File: config.mk
export PLATFORM = sky130hd
export DESIGN_NAME = sram_kn_sched
export DESIGN_NICKNAME = d
export VERILOG_FILES = /design/src/rtl/sram_kn_pkg.sv /design/src/rtl/sram_kn_fifo.sv /design/src/rtl/sram_kn_sched.sv
export SDC_FILE = /design/constraint.sdc
export NUM_CORES = 1
export LEC_CHECK = 0
export BUFFER_PORTS_ARGS = -buffer_cell sky130_fd_sc_hd__buf_2
export CORE_MARGIN = 3
export CORE_UTILIZATION = 52
export CTS_CLUSTER_DIAMETER = 120
export DETAILED_ROUTE_END_ITERATION = 8
export PLACE_DENSITY = 0.83
export REMOVE_ABC_BUFFERS = 1
export SYNTH_ARGS = -nofsm -noshare
export SYNTH_HDL_FRONTEND = slang
export SYNTH_SLANG_ARGS = --single-unit
File: constraint.sdc
create_clock -name clk -period 5.9 [get_ports clk]
set_input_delay 0.885 -clock clk [delete_from_list [all_inputs] [get_ports clk]]
set_output_delay 0.885 -clock clk [all_outputs]
set_load 0.03 [all_outputs]
File: src/rtl/sram_kn_pkg.sv
// Shared types and width helpers for the k-major SRAM scheduler.
//   calc_k_w / calc_n_w : index widths derived from KMAX / N
//   sched_state_e       : sequencer FSM states
//   rd_tag_t            : {k, n, last} tag that travels with each read
package sram_kn_pkg;

    function automatic int unsigned calc_k_w(input int unsigned kmax);
        return (kmax <= 32'd1) ? 32'd1 : 32'($clog2(kmax));
    endfunction

    function automatic int unsigned calc_n_w(input int unsigned n);
        return (n <= 32'd1) ? 32'd1 : 32'($clog2(n));
    endfunction

    localparam int unsigned DEF_KMAX   = 1024;
    localparam int unsigned DEF_N      = 8;
    localparam int unsigned DEF_DATA_W = 32;
    localparam int unsigned DEF_FIFO_D = 2;
    localparam int unsigned DEF_K_W    = calc_k_w(DEF_KMAX);
    localparam int unsigned DEF_N_W    = calc_n_w(DEF_N);

    typedef enum logic [1:0] {
        IDLE  = 2'd0,
        ISSUE = 2'd1,
        DRAIN = 2'd2
    } sched_state_e;

    typedef struct packed {
        logic [DEF_K_W-1:0] k;
        logic [DEF_N_W-1:0] n;
        logic               last;
    } rd_tag_t;

endpackage

File: src/rtl/sram_kn_fifo.sv
// Small synchronous FIFO holding returned read data plus its tag.
//   push/push_data : write side (ignored when full)
//   pop            : read side (ignored when empty)
//   head/valid     : current head entry and non-empty flag
//   count          : occupancy, used by the scheduler for credits
module sram_kn_fifo #(
    parameter int unsigned DEPTH = 2,
    parameter int unsigned W     = 8,
    parameter int unsigned CNT_W = $clog2(DEPTH + 1)
) (
    input  logic             clk,
    input  logic             rst,
    input  logic             push,
    input  logic [W-1:0]     push_data,
    input  logic             pop,
    output logic [W-1:0]     head,
    output logic             valid,
    output logic [CNT_W-1:0] count
);

    localparam int unsigned PTR_W = (DEPTH <= 32'd1) ? 32'd1 : 32'($clog2(DEPTH));

    logic [W-1:0]     mem [DEPTH];
    logic [PTR_W-1:0] rd_ptr;
    logic [PTR_W-1:0] wr_ptr;
    logic             do_push;
    logic             do_pop;

    function automatic logic [PTR_W-1:0] ptr_next(input logic [PTR_W-1:0] p);
        return (p == PTR_W'(DEPTH - 1)) ? '0 : p + PTR_W'(1);
    endfunction

    assign do_push = push && (count < CNT_W'(DEPTH));
    assign do_pop  = pop && (count != '0);
    assign valid   = (count != '0);
    assign head    = mem[rd_ptr];

    // Storage, pointers and occupancy
    always_ff @(posedge clk or posedge rst) begin
        if (rst) begin
            for (int i = 0; i < int'(DEPTH); i++) begin
                mem[i] <= '0;
            end
            rd_ptr <= '0;
            wr_ptr <= '0;
            count  <= '0;
        end else begin
            if (do_push) begin
                mem[wr_ptr] <= push_data;
                wr_ptr      <= ptr_next(wr_ptr);
            end
            if (do_pop) begin
                rd_ptr <= ptr_next(rd_ptr);
            end
            case ({do_push, do_pop})
                2'b10:   count <= count + CNT_W'(1);
                2'b01:   count <= count - CNT_W'(1);
                default: count <= count;
            endcase
        end
    end

endmodule

File: src/rtl/sram_kn_sched.sv
// Scheduler/arbiter in front of a single-port k-major SRAM.
//   wr_*   : host write requester, granted combinationally via wr_ready
//   cfg_*  : stream programming (start pulse, base row, row count)
//   rd_*   : valid/ready element stream to the MAC array (k outer, n inner)
//   x_*    : SRAM port; read data returns one cycle after x_re with x_rvalid
//   busy/done : stream status; done pulses once when a stream completes
module sram_kn_sched
    import sram_kn_pkg::*;
#(
    parameter int unsigned KMAX   = DEF_KMAX,
    parameter int unsigned N      = DEF_N,
    parameter int unsigned DATA_W = DEF_DATA_W,
    parameter int unsigned BYTE_W = DATA_W / 8,
    parameter int unsigned K_W    = calc_k_w(KMAX),
    parameter int unsigned N_W    = calc_n_w(N),
    parameter int unsigned FIFO_D = DEF_FIFO_D
) (
    input  logic              clk,
    input  logic              rst,
    input  logic              wr_valid,
    output logic              wr_ready,
    input  logic [K_W-1:0]    wr_k,
    input  logic [N_W-1:0]    wr_n,
    input  logic [DATA_W-1:0] wr_data,
    input  logic [BYTE_W-1:0] wr_mask,
    input  logic              cfg_start,
    input  logic [K_W-1:0]    cfg_k_base,
    input  logic [K_W:0]      cfg_k_len,
    output logic              busy,
    output logic              done,
    output logic              rd_valid,
    input  logic              rd_ready,
    output logic [DATA_W-1:0] rd_data,
    output logic [K_W-1:0]    rd_k,
    output logic [N_W-1:0]    rd_n,
    output logic              rd_last,
    output logic              x_en,
    output logic              x_re,
    output logic              x_we,
    output logic [K_W-1:0]    x_k,
    output logic [N_W-1:0]    x_n,
    output logic [DATA_W-1:0] x_wdata,
    output logic [BYTE_W-1:0] x_wmask,
    input  logic [DATA_W-1:0] x_rdata,
    input  logic              x_rvalid
);

    localparam int unsigned CNT_W = $clog2(FIFO_D + 1);
    localparam int unsigned TAG_W = $bits(rd_tag_t);
    localparam int unsigned ENT_W = DATA_W + TAG_W;

    sched_state_e      state;
    logic [K_W-1:0]    seq_k;
    logic [N_W-1:0]    seq_n;
    logic [K_W:0]      rows_left;
    logic              inflight;
    rd_tag_t           pend_tag;
    logic              rr_wr_first;

    logic [CNT_W-1:0]  fifo_count;
    logic              fifo_valid;
    logic [ENT_W-1:0]  fifo_head;
    logic [ENT_W-1:0]  push_ent;
    rd_tag_t           head_tag;

    logic [CNT_W:0]    used;
    logic              wr_req;
    logic              rd_req;
    logic              wr_grant;
    logic              rd_grant;
    logic              seq_last;
    logic              push;
    logic              pop;
    logic              drain_done;

    // Credit: FIFO slots not yet claimed by buffered or in-flight reads
    assign used   = (CNT_W+1)'(fifo_count) + (CNT_W+1)'(inflight);
    assign rd_req = (state == ISSUE) && (used < (CNT_W+1)'(FIFO_D));

    // Writes are never granted while reset is held
    assign wr_req = wr_valid && !rst;

    // Round-robin only matters when both sides request
    assign wr_grant = wr_req && (!rd_req || rr_wr_first);
    assign rd_grant = rd_req && !wr_grant;

    assign seq_last = (rows_left == (K_W+1)'(1)) && (seq_n == N_W'(N - 1));

    // A return without an outstanding read is dropped
    assign push = x_rvalid && inflight;
    assign pop  = fifo_valid && rd_ready;

    // Leave DRAIN on the cycle the final element is handed off
    assign drain_done = (state == DRAIN) && !inflight &&
                        ((fifo_count == '0) || ((fifo_count == CNT_W'(1)) && pop));

    // Memory port drive
    always_comb begin
        wr_ready = wr_grant;
        x_en     = wr_grant || rd_grant;
        x_we     = wr_grant;
        x_re     = rd_grant;
        x_k      = '0;
        x_n      = '0;
        x_wdata  = '0;
        x_wmask  = '0;
        if (wr_grant) begin
            x_k     = wr_k;
            x_n     = wr_n;
            x_wdata = wr_data;
            x_wmask = wr_mask;
        end else if (rd_grant) begin
            x_k = seq_k;
            x_n = seq_n;
        end
    end

    // Sequencer FSM, arbitration pointer and read tag tracking
    always_ff @(posedge clk or posedge rst) begin
        if (rst) begin
            state       <= IDLE;
            busy        <= 1'b0;
            done        <= 1'b0;
            seq_k       <= '0;
            seq_n       <= '0;
            rows_left   <= '0;
            inflight    <= 1'b0;
            pend_tag    <= '0;
            rr_wr_first <= 1'b1;
        end else begin
            done <= 1'b0;

            if (wr_req && rd_req) begin
                rr_wr_first <= !rr_wr_first;
            end

            if (rd_grant) begin
                inflight <= 1'b1;
                pend_tag <= '{k: seq_k, n: seq_n, last: seq_last};
            end else if (x_rvalid) begin
                inflight <= 1'b0;
            end

            case (state)
                IDLE: begin
                    if (cfg_start) begin
                        if (cfg_k_len == '0) begin
                            done <= 1'b1;
                        end else begin
                            state     <= ISSUE;
                            busy      <= 1'b1;
                            seq_k     <= cfg_k_base;
                            seq_n     <= '0;
                            rows_left <= cfg_k_len;
                        end
                    end
                end
                ISSUE: begin
                    if (rd_grant) begin
                        if (seq_last) begin
                            state <= DRAIN;
                        end else if (seq_n == N_W'(N - 1)) begin
                            seq_n     <= '0;
                            seq_k     <= seq_k + K_W'(1);
                            rows_left <= rows_left - (K_W+1)'(1);
                        end else begin
                            seq_n <= seq_n + N_W'(1);
                        end
                    end
                end
                DRAIN: begin
                    if (drain_done) begin
                        state <= IDLE;
                        busy  <= 1'b0;
                        done  <= 1'b1;
                    end
                end
                default: begin
                    state <= IDLE;
                    busy  <= 1'b0;
                end
            endcase
        end
    end

    assign push_ent = {x_rdata, pend_tag};

    sram_kn_fifo #(
        .DEPTH (FIFO_D),
        .W     (ENT_W),
        .CNT_W (CNT_W)
    ) u_fifo (
        .clk       (clk),
        .rst       (rst),
        .push      (push),
        .push_data (push_ent),
        .pop       (pop),
        .head      (fifo_head),
        .valid     (fifo_valid),
        .count     (fifo_count)
    );

    assign {rd_data, head_tag} = fifo_head;
    assign rd_valid = fifo_valid;
    assign rd_k     = head_tag.k;
    assign rd_n     = head_tag.n;
    assign rd_last  = head_tag.last;

    a_rvalid_expected: assert property (@(posedge clk) disable iff (rst) x_rvalid |-> inflight);
    a_one_op:          assert property (@(posedge clk) disable iff (rst) !(x_re && x_we));

endmodule

# [Yosys cells after proc, flatten, opt, wreduce, memory -nomap -nowiden]
# Index checks and enable logic that the tools add are counted.
[classes] shift=0 add_sub_neg=8 mux=49 eq_ne=14 order_cmp=5 div=0 bitwise=3 reduce_logical=33 n_mul=0
[ops] op="$mux W46" n=4
[ops] op="$bwmux W92" n=1
[ops] op="$mux W10" n=7
[ops] op="$mux W11" n=5
[ops] op="$demux W46 S1" n=1
[ops] op="$mux W32" n=1
[ops] op="$pmux W11 S2" n=1
[ops] op="$mux W3" n=7
[ops] op="$pmux W10 S2" n=1
[ops] op="$logic_and A1 B1 Y1" n=14
[ops] op="$ne A2 B2 Y1 const B" n=6
[ops] op="$eq A11 B1 Y1 const B" n=1
[ops] op="$logic_not A11 Y1" n=1
[ops] op="$sub A11 B1 Y11 const B" n=1
[ops] op="$add A10 B1 Y10 const B" n=1
[ops] op="$mux W1" n=10
[ops] op="$mux W2" n=5
[ops] op="$reduce_and A5 Y1" n=2
[ops] op="$reduce_bool A2 Y1" n=4
[ops] op="$eq A2 B1 Y1 const B" n=3
[ops] op="$pmux W2 S3" n=1
[ops] op="$pmux W3 S2" n=1
[ops] op="$reduce_and A6 Y1" n=1
[ops] op="$logic_not A1 Y1" n=5
[ops] op="other kinds (21)" n=28
[word_totals] latchBits=0 ramBits=0 in_bits=108 word_cells=128 register_bits=140 rom_bits=0 n_memories=0 out_inout_bits=102

# [Depth between registers and ports, before layout]
# Gate-level depths: netlist of the first run.
[logic_depth] depth_word=10 mapped_depth=8 depth_no_buf=7

# [Hierarchy]
# From an unflattened synthesis of the first run, not the netlist that was laid out.
[hier_totals] cells_unflattened=603 hier_area_um2=6954.2
[modules_own_cells] module="sram_kn_fifo" seq_area_each_um2=2402.3 area_each_um2=4180.3 n_inst=1 cells_each=261
[modules_own_cells] module="sram_kn_sched" seq_area_each_um2=1102.3 area_each_um2=2773.9 n_inst=1 cells_each=342

# [Worst setup path after synthesis of the first run]
# OpenSTA, ideal clock, no wires.
[synth_timing] path_type="input to output" startpoint="in wr_valid" endpoint="out x_k[0]" path_stages=6 path_slack_ns=2.602 arrival_ns=2.413 path_buffers=1 t_required_ns=5.015 cell_sequence="nor2b_1 a2111o_1 inv_1 clkbuf_1 nand2_1 nand2_1"
[synth_between] elab_chain_len=6
[synth_rtl] item="start: declaration" line="sram_kn_sched.sv:20" source="input logic wr_valid,"
[synth_rtl] item="$logic_and A1 B1 Y1" line="sram_kn_sched.sv:81" source="assign wr_req = wr_valid && !rst;"
[synth_rtl] item="$logic_and A1 B1 Y1" line="sram_kn_sched.sv:84" source="assign wr_grant = wr_req && (!rd_req || rr_wr_first);"
[synth_rtl] item="$logic_not A1 Y1" line="sram_kn_sched.sv:85" source="assign rd_grant = rd_req && !wr_grant;"
[synth_rtl] item="$logic_and A1 B1 Y1" line="sram_kn_sched.sv:85"
[synth_rtl] item="named net x_re" line="sram_kn_sched.sv:38" source="output logic x_re,"
[synth_rtl] item="$mux W10" line="sram_kn_sched.sv:112" source="end else if (rd_grant) begin"
[synth_rtl] item="$mux W10" line="sram_kn_sched.sv:107" source="if (wr_grant) begin"
[synth_rtl] item="end: declaration" line="sram_kn_sched.sv:40" source="output logic [K_W-1:0] x_k,"
# The timed path passes the listed nets, and every way through them passes these cells.

# [Worst setup path in the final report of the first run]
[layout_timing] startpoint="reg state[1]" endpoint="out x_k[0]"
[layout_between] elab_chain_len=9
[layout_rtl] item="start: declaration" line="sram_kn_sched.sv:52" source="sched_state_e state;"
[layout_rtl] item="start signal: assignment" line="sram_kn_sched.sv:121" source="state <= IDLE;"
[layout_rtl] item="start signal: assignment" line="sram_kn_sched.sv:150" source="state <= ISSUE;"
[layout_rtl] item="start signal: assignment" line="sram_kn_sched.sv:161" source="state <= DRAIN;"
[layout_rtl] item="$eq A2 B1 Y1 (*)" line="sram_kn_sched.sv:78" source="assign rd_req = (state == ISSUE) && (used < (CNT_W+1)'(FIFO_D));"
[layout_rtl] item="$logic_and A1 B1 Y1 (*)" line="sram_kn_sched.sv:78"
[layout_rtl] item="$logic_not A1 Y1" line="sram_kn_sched.sv:84"
[layout_rtl] item="$logic_or A1 B1 Y1" line="sram_kn_sched.sv:84"
[layout_rtl] item="$logic_and A1 B1 Y1" line="sram_kn_sched.sv:84"
[layout_rtl] item="$logic_not A1 Y1" line="sram_kn_sched.sv:85"
[layout_rtl] item="$logic_and A1 B1 Y1" line="sram_kn_sched.sv:85"
[layout_rtl] item="$mux W10" line="sram_kn_sched.sv:112"
[layout_rtl] item="$mux W10 (*)" line="sram_kn_sched.sv:107"
# Mark *: on every way between the ends. The rest lies on a longest branch, timed or not.

==> results of run 1 <==
## synthesized netlist by cell type, types with 2 or more instances
cell / n / area share, %
and2_1: 37 / 3.4
buf_2: 8 / 0.58
a21oi_1: 20 / 1.5
mux2i_1: 2 / 0.29
clkbuf_1: 25 / 1.4
nor3_1: 8 / 0.58
nand2_1: 94 / 5.1
ha_1: 8 / 1.5
nand4_1: 5 / 0.46
nor2b_1: 4 / 0.36
inv_1: 11 / 0.60
xnor2_1: 3 / 0.38
and4_1: 3 / 0.38
o21ai_0: 19 / 1.4
nor2_1: 8 / 0.44
or3_1: 6 / 0.55
buf_6: 2 / 0.33
dfrtp_1: 139 / 51
a31oi_1: 18 / 1.6
o22ai_1: 9 / 0.82
nor4_1: 3 / 0.27
nand3_1: 11 / 0.80
mux2_2: 138 / 23
nand2b_1: 7 / 0.64
xor2_1: 2 / 0.26
## final timing paths
check,endpoint,startpoint,cells past startpoint
setup / recovery,x_k[0],state[1],6
hold / removal,u_fifo.mem[2],u_fifo.mem[2],1
setup reg to reg,seq_n[0],state[1],5
hold reg to reg,u_fifo.mem[2],u_fifo.mem[2],1
max in group asynchronous,u_fifo.mem[33],rst,3
min in group asynchronous,u_fifo.mem[23],rst,2
## sequential cells by signal, indices dropped and copies added (netlist names)
register,count
seq_n,3
rows_left,11
state,2
seq_k,10
busy,1
inflight,1
rr_wr_first,1
u_fifo.wr_ptr,1
u_fifo.rd_ptr,1
u_fifo.mem,92
done,1
u_fifo.count,2
pend_tag,14
## worst reg2reg max path: stages, from the launching register on
cell,delay (ns)
dfrtp_1,0.49
nand2b_1,0.39
a2111o_1,0.66
o22ai_2,0.89
nand2_1,0.33
mux2_1,0.40
## layout make-up
| cell class | count | area, um^2 |
|---|---|---|
| clock inverter | 9 | 136 |
| timing repair buffer | 215 | 1090 |
| multi-input combinational | 423 | 3170 |
| clock buffer | 22 | 474 |
| tap | 172 | 215 |
| sequential | 140 | 3510 |
| inverter | 11 | 46.3 |
| fill | 957 | 4140 |
## stage by stage
stage,hold WS (ns),utilization [%],instance area [um^2],power [mW]
after global routing,0.513,67.6,8640,5.93
after global placement,0.481,62.8,8030,4.42
after detailed placement,0.487,62.8,8030,4.49
after CTS,0.501,67.6,8640,5.61
after floorplan,0.458,-,6690,3.74
final,0.499,67.6,8640,5.57
## power groups by stage
stage | Clock [mW] | Combinational, mW | Sequential, mW
global route | 1.15 | 2.95 | 1.82
detailed placement | 0 | 2.72 | 1.77
global placement | 0 | 2.67 | 1.75
floorplan | 0 | 2.04 | 1.69
CTS | 1.11 | 2.73 | 1.76
finish | 1.09 | 2.72 | 1.76
## metal layers
metal	routed length, um	global-route usage [%]
met1	7310	31.4
met2	7750	33.9
met3	1110	5.87
met4	240	7.37
met5	0	0
## kinds of logic after synthesis
family	Yosys count	share of synthesized area, %
flops	140	51.1
simple gates	193	14.1
buf+inv	48	3.05
compound gates	76	6.60
mux	141	23.1
fa+ha+maj	8	1.46
xor+xnor	5	0.638
==> impl_metrics.py, run 1 <==
metrics = {
    "detailed_routing": {
        "num_vias": 5324,
        "first_pass_iters": 5,
        "drtIter0Drc": 471,
        "wirelength_um": 16400,
        "drc_errors": 0,
        "via_per_inst": 5.37,
        "wl_per_cell_um": 16.5,
        "ant_nets": 0,
    },
    "grt": {
        "grt_pass1_wl_um": 25800,
        "overflow": 0,
        "grt_usage_pct": 22.3,
        "grt_pass1_vias": 5104,
        "grt_max_degree": 94,
        "antenna_found_initial": 0,
    },
    "synthesis": {
        "synth.avg_cell_area_um2": 11.2,
        "seq_area_frac_synth_pct": 51.1,
        "ys_async_sr_fraction_pct": 100,
        "syn_inst": 611,
        "syn_area_um2": 6860,
        "synthFlopType": "dfrtp_1",
        "ys_ff_latch": 140,
        "yosys_warnings": 0,
        "synth_edf_count": 0,
        "yosys.cell_types.count": 46,
    },
    "floorplan": {
        "die_w_um": 121,
        "start_util_pct": 53.7,
        "dieArea_um2": 14600,
        "row_count": 41,
        "ioPinCount": 210,
        "fp.dieH_um": 121,
        "coreArea_um2": 12800,
    },
    "power": {
        "seqPwrFrac_pct": 31.6,
        "switching_power_mw": 2.37,
        "leakage_nw": 4.31,
        "p_int_mw": 3.19,
        "p_per_area_nw_per_um2": 645,
        "pwr-share-clk_pct": 19.6,
        "switching_share_pct": 42.6,
        "p_comb_share_pct": 48.8,
        "peakVddDrop_uv": 274,
    },
    "final_layout": {
        "final_common_cell": "buf_2",
        "mostFrequentLayoutCells": "buf_2, mux2_2, dfrtp_1, nand2_1, and2_1",
        "instances_no_fill": 992,
        "finalNetCount": 924,
        "area_growth_pct": 25.9,
        "diodes": 0,
        "drive_gt1_share_pct": 48.0,
    },
    "clock_tree": {
        "clk_path_buf_depth": 2,
        "clock_sinks": 140,
        "cts-root-buf": "clkbuf_16",
        "clkSlewWorstSetupHoldPaths_ns": 0.06,
        "cts_tree": "yes",
        "post_cts_buffers": 0,
        "cts_buffers": 17,
        "ctsHoldBuffers": 0,
        "htree_levels": 4,
        "clk_latency_ns": 0.42,
        "cts_resized": 0,
    },
    "critical_path": {
        "timing.critical_path.buf_inv": 2,
        "critPathArrivalTime_ns": 2.91,
        "end_kind": "output pin",
        "critical_path.startpoint_type": "flop",
        "worstPathRequired_ns": 5.02,
        "cp_slowest_cell": "a2111o_1",
        "path_max_fanout": 21,
        "path_cells": "nand2b_1, a2111o_1, inv_1, nand2_1, nand2_1, buf_2",
        "cp_slowest_stage_delay_ns": 0.66,
        "cpLargestDelayFamily": "buffers and inverters",
        "crit_top_cell": "nand2_1",
        "reg2reg_slack_ns": 2.63,
        "path_class": "flop to output pin",
    },
    "run": {
        "maxCapViolCount": 0,
    },
    "place": {
        "place_congestion": 0.863,
        "post-dp-hpwl_um": 11600,
        "pre_cts_slack_ns": 2.22,
        "io_buffers": 209,
        "dp.cells": 961,
    },
    "sta": {
        "layout_setup_ws_ns": 2.11,
        "maxSlewHeadroom_pct": 31.5,
        "hold_viol": 0,
        "fin_tns_setup_ns": 0,
        "skew_ns": 0.00979,
        "finalSetupViolCount": 0,
        "drv_slew": 0,
        "finalCriticalPeriod_ns": 3.79,
        "rsz0062_at_grt": "no",
        "fin_crit_sh_pct": 64.2,
        "max_freq_ghz": 0.264,
        "tightest_slew_ns": 1.03,
    },
    "worst_hold_path": {
        "min_path_type": "flop to flop",
    },
    "status": {
        "status": "completed",
    },
}
Power figures use the tool's default switching activity.
==> run 2: changes to the inputs <==
==> constraint.sdc (replaced) <==
create_clock -name clk -period 3.96 [get_ports clk]
set_input_delay 0.594 -clock clk [delete_from_list [all_inputs] [get_ports clk]]
set_output_delay 0.594 -clock clk [all_outputs]
set_load 0.03 [all_outputs]
==> run 2 against run 1 <==
Net effect:
- core utilization decreased by 0.19 points
- flip-flop and latch count stayed put
- clock skew is 0.0020 ns lower
- design area shrank 0.28%
- critical path depth is the same
- sequential power increased by 52%
- via count rose by 0.71%
- critical endpoint unchanged
==> impl_metrics.py, run 2 (synthesized netlist as in run 1, its figures left out) <==
metrics = {
    "sta": {
        "skew_ns": 0.00779,
        "fin_crit_sh_pct": 88.4,
        "finalCriticalPeriod_ns": 3.50,
        "hold_viol": 0,
        "tightest_slew_ns": 1.02,
        "fin_tns_setup_ns": 0,
        "finalSetupViolCount": 0,
        "layout_setup_ws_ns": 0.460,
        "maxSlewHeadroom_pct": 31.8,
        "max_freq_ghz": 0.286,
        "rsz0062_at_grt": "no",
        "drv_slew": 0,
        "hold_slack_ns": 0.411,
    },
    "critical_path": {
        "path_class": "flop to output pin",
        "r2r_cells": 5,
        "crit_start": "state[1]",
        "r2r-start": "state[1]",
        "path_max_fanout": 21,
        "end_kind": "output pin",
        "critical_path.startpoint_type": "flop",
        "critPathArrivalTime_ns": 2.91,
        "worstPathRequired_ns": 3.37,
    },
    "clock_tree": {
        "cts_buffers": 17,
        "htree_levels": 4,
        "cts-root-buf": "clkbuf_16",
        "post_cts_buffers": 0,
        "clock_sinks": 140,
        "clk_latency_ns": 0.41,
        "ctsHoldBuffers": 0,
        "clk_path_buf_depth": 2,
        "clkSlewWorstSetupHoldPaths_ns": 0.05,
        "cts_tree": "yes",
        "cts_resized": 0,
    },
    "power": {
        "p_int_mw": 4.67,
        "pwr-share-clk_pct": 18.2,
        "peakVddDrop_uv": 416,
        "p_per_area_nw_per_um2": 951,
        "p_comb_share_pct": 49.1,
        "switching_power_mw": 3.52,
        "leakage_nw": 4.32,
        "seqPwrFrac_pct": 32.7,
        "switching_share_pct": 42.9,
    },
    "detailed_routing": {
        "drc_errors": 0,
        "ant_nets": 0,
        "first_pass_iters": 4,
        "num_vias": 5362,
        "wl_per_cell_um": 16.4,
        "drtIter0Drc": 352,
        "via_per_inst": 5.39,
        "wirelength_um": 16300,
    },
    "grt": {
        "grt_pass1_vias": 5120,
        "grt_pass1_wl_um": 25900,
        "antenna_found_initial": 0,
        "grt_usage_pct": 22.3,
        "grt_max_degree": 118,
        "overflow": 0,
    },
    "worst_hold_path": {
        "hold_depth": 2,
        "min_path_type": "input pin to flop",
        "hold_path.startpoint": "x_rvalid",
    },
    "floorplan": {
        "row_count": 41,
        "ioPinCount": 210,
        "dieArea_um2": 14600,
        "fp.dieH_um": 121,
        "die_w_um": 121,
        "start_util_pct": 53.7,
        "coreArea_um2": 12800,
    },
    "final_layout": {
        "largest_reg_flops": 92,
        "mostFrequentLayoutCells": "buf_2, mux2_2, dfrtp_1, nand2_1, and2_1",
        "reg_top3": "u_fifo.mem (92), pend_tag (14), rows_left (11)",
        "top_register": "u_fifo.mem",
        "fillers": 955,
        "final_common_cell": "buf_2",
        "area_growth_pct": 25.5,
        "finalNetCount": 927,
        "diodes": 0,
        "drive_gt1_share_pct": 48.2,
    },
    "place": {
        "post-dp-hpwl_um": 11600,
        "pre_cts_slack_ns": 0.890,
        "place_congestion": 0.894,
        "io_buffers": 209,
    },
    "status": {
        "status": "completed",
    },
    "run": {
        "maxCapViolCount": 0,
    },
}
run 2: worst paths after layout:
kind | endpoint | slack, ns
max | x_k[0] | 0.46
min | inflight | 0.41
max reg2reg | seq_n[0] | 1.33
min reg2reg | u_fifo.mem[57] | 0.50
max in group asynchronous | u_fifo.mem[6] | 2.72
min in group asynchronous | u_fifo.mem[23] | 0.45
run 2: power by group through the flow:
stage / clock [mW] / sequential (mW) / combinational (mW)
CTS: 1.52 / 2.67 / 4.04
global route: 1.59 / 2.77 / 4.36
detailed placement: 0 / 2.69 / 4.02
global placement: 0 / 2.65 / 3.95
finish: 1.49 / 2.68 / 4.02
floorplan: 0 / 2.52 / 3.04
run 2: cell type report:
class                           instances  area, um^2  area share (%)
Sequential cell                       140        3510            40.7
Multi-Input combinational cell        423        3170            36.8
Timing Repair Buffer                  218        1110            12.9
Clock buffer                           24         502            5.83
Tap cell                              172         215            2.50
Clock inverter                          7        62.6           0.726
Inverter                               11        46.3           0.538
run 2: critical path, stage by stage, from the launching register on:
cell and delay (ns):
dfrtp_1 0.47, nand2b_1 0.39, a2111o_1 0.67, inv_1 0.49, nand2_1 0.16, nand2_1 0.10, buf_2 0.20
run 2: stage by stage:
step	cell area [um^2]	power, mW	utilization (%)	cells
2_1_floorplan	6690	5.56	-	574
3_3_place_gp	8050	6.60	63.0	964
3_5_place_dp	8050	6.71	63.0	964
4_1_cts	8610	8.23	67.4	995
5_1_grt	8610	8.72	67.4	995
6_report	8610	8.19	67.4	995
run 2: per-layer routing:
layer / routed length (um) / track usage (%) / vias to the layer above
met5: 0 / 0 / -
met4: 267 / 7.29 / 0
met3: 921 / 4.76 / 20
met2: 7610 / 33.8 / 170
met1: 7530 / 32.3 / 2618
li1: - / - / 2554
==> run 3: changes to the inputs <==
--- a/config.mk
+++ b/config.mk
@@ -10,6 +10,7 @@
 export CORE_UTILIZATION = 52
 export CTS_CLUSTER_DIAMETER = 120
 export DETAILED_ROUTE_END_ITERATION = 8
+export MAX_ROUTING_LAYER = met4
 export PLACE_DENSITY = 0.83
 export REMOVE_ABC_BUFFERS = 1
 export SYNTH_ARGS = -nofsm -noshare
==> run 3 against run 2 <==
Net effect:
- power hardly changed
- sequential power about the same
- clock power barely moved
- combinational power about the same
- count of clock-buffer cells in the layout did not move
- clock skew grew 0.0012 ns
- largest cell class unchanged
- routed wire length is essentially flat
- sequential share of layout area is the same
==> impl_metrics.py, run 3 (synthesized netlist as in run 1, its figures left out) <==
metrics = {
    "final_layout": {
        "final_area_um2": 8610,
        "diodes": 0,
        "final_common_cell": "buf_2",
        "finalNetCount": 927,
        "reg_top3": "u_fifo.mem (92), pend_tag (14), rows_left (11)",
        "area_growth_pct": 25.5,
        "multi_input_area_um2": 3170,
        "instances_no_fill": 995,
        "largest_reg_flops": 92,
        "drive_gt1_share_pct": 48.2,
        "mostFrequentLayoutCells": "buf_2, mux2_2, dfrtp_1, nand2_1, and2_1",
        "fillers": 955,
        "ff_latch_area_um2": 3510,
        "top_register": "u_fifo.mem",
        "fin_util_pct": 67.4,
    },
    "sta": {
        "fin_crit_sh_pct": 88.3,
        "skew_ns": 0.00902,
        "fin_tns_setup_ns": 0,
        "max_freq_ghz": 0.286,
        "tightest_slew_ns": 1.03,
        "maxSlewHeadroom_pct": 31.3,
        "finalSetupViolCount": 0,
        "rsz0062_at_grt": "no",
        "hold_viol": 0,
        "drv_slew": 0,
        "finalCriticalPeriod_ns": 3.50,
    },
    "detailed_routing": {
        "wl_per_cell_um": 16.4,
        "met1_length_um": 7590,
        "wirelength_um": 16300,
        "ant_nets": 0,
        "num_vias": 5348,
        "dr_wl_met2_um": 7590,
        "drtIter0Drc": 409,
        "drc_errors": 0,
        "wl_met3_um": 903,
        "first_pass_iters": 4,
        "routed.top_layer": "met4",
        "via_per_inst": 5.37,
    },
    "critical_path": {
        "critical_path.startpoint_type": "flop",
        "path_class": "flop to output pin",
        "crit_start": "state[1]",
        "end_kind": "output pin",
        "path_max_fanout": 21,
        "rr_endpoint": "seq_n[0]",
        "r2r_cells": 5,
        "worstPathRequired_ns": 3.37,
        "critPathArrivalTime_ns": 2.90,
        "r2r-start": "state[1]",
        "reg2reg_slack_ns": 1.34,
        "cp-endpoint": "x_k[0]",
    },
    "clock_tree": {
        "clkSlewWorstSetupHoldPaths_ns": 0.06,
        "cts_resized": 0,
        "clock_sinks": 140,
        "clk_path_buf_depth": 2,
        "clk_latency_ns": 0.41,
        "cts_tree": "yes",
        "post_cts_buffers": 0,
        "ctsHoldBuffers": 0,
        "cts-root-buf": "clkbuf_16",
        "htree_levels": 4,
        "cts_buffers": 17,
    },
    "floorplan": {
        "row_count": 41,
        "ioPinCount": 210,
        "start_util_pct": 53.7,
        "coreArea_um2": 12800,
        "dieArea_um2": 14600,
        "fp.dieH_um": 121,
        "die_w_um": 121,
    },
    "status": {
        "status": "completed",
    },
    "place": {
        "dp.cells": 964,
        "dpl_cell_area_um2": 8050,
        "place_congestion": 0.909,
        "io_buffers": 209,
        "post-dp-hpwl_um": 11600,
    },
    "grt": {
        "grt_usage_pct": 23.0,
        "grt_pass1_vias": 5122,
        "antenna_found_initial": 0,
        "overflow": 0,
        "grt_pass1_wl_um": 25900,
        "grt_max_degree": 118,
    },
    "power": {
        "leakage_nw": 4.32,
        "peakVddDrop_uv": 415,
        "p_per_area_nw_per_um2": 951,
    },
    "worst_hold_path": {
        "min_path_type": "input pin to asynchronous set/reset pin",
    },
    "run": {
        "maxCapViolCount": 0,
    },
}
==> run 3: cell counts in the layout (fill, tap and decap cells not counted) <==
No cell type changed its count.
==> run 3: worst max-delay path: stages, from the launching register on <==
cell and delay, ns:
dfrtp_1 0.48, nand2b_1 0.38, a2111o_1 0.67, inv_1 0.50
nand2_1 0.16, nand2_1 0.11, buf_2 0.20
==> run 3: final cells by class <==
class	count	share of cell area (%)
well taps	172	2.50
clock inverters	7	0.726
clock buffers	24	5.83
flip-flops and latches	140	40.7
multi-input cells	423	36.8
inverters	11	0.538
repair buffers	218	12.9
==> run 3: worst min-delay path by stage <==
stage	startpoint	end	cells after the start	slack, ns
final	rst	u_fifo.mem[23]	2	0.42
after floorplan	pend_tag[11]	pend_tag[11]	2	0.46
after CTS	x_rvalid	inflight	2	0.39
after global routing	x_rdata[22]	u_fifo.mem[82]	2	0.42
after global placement	u_fifo.mem[45]	u_fifo.mem[45]	1	0.48
after detailed placement	u_fifo.mem[38]	u_fifo.mem[38]	1	0.49
==> run 3: metal layers <==
layer | global-route usage [%] | vias to the layer above
li1 | - | 2552
met1 | 32.6 | 2605
met2 | 33.7 | 173
met3 | 4.62 | 18
met4 | 7.29 | 0
met5 | - | -
==> run 3: power by group <==
group	leakage, nW	switching (mW)	internal, mW
Clock	0.282	0.557	0.938
Sequential	1.68	0.541	2.14
Combinational	2.36	2.42	1.60
==> run 3: through the flow <==
| step | power, mW | worst slack (ns) | hold WS, ns |
|---|---|---|---|
| final | 8.19 | 0.464 | 0.418 |
| after global routing | 8.72 | 0.260 | 0.418 |
| after CTS | 8.23 | 0.471 | 0.394 |
| after detailed placement | 6.71 | 0.890 | 0.489 |
| after global placement | 6.60 | 0.882 | 0.482 |
| after floorplan | 5.56 | -0.385 | 0.458 |
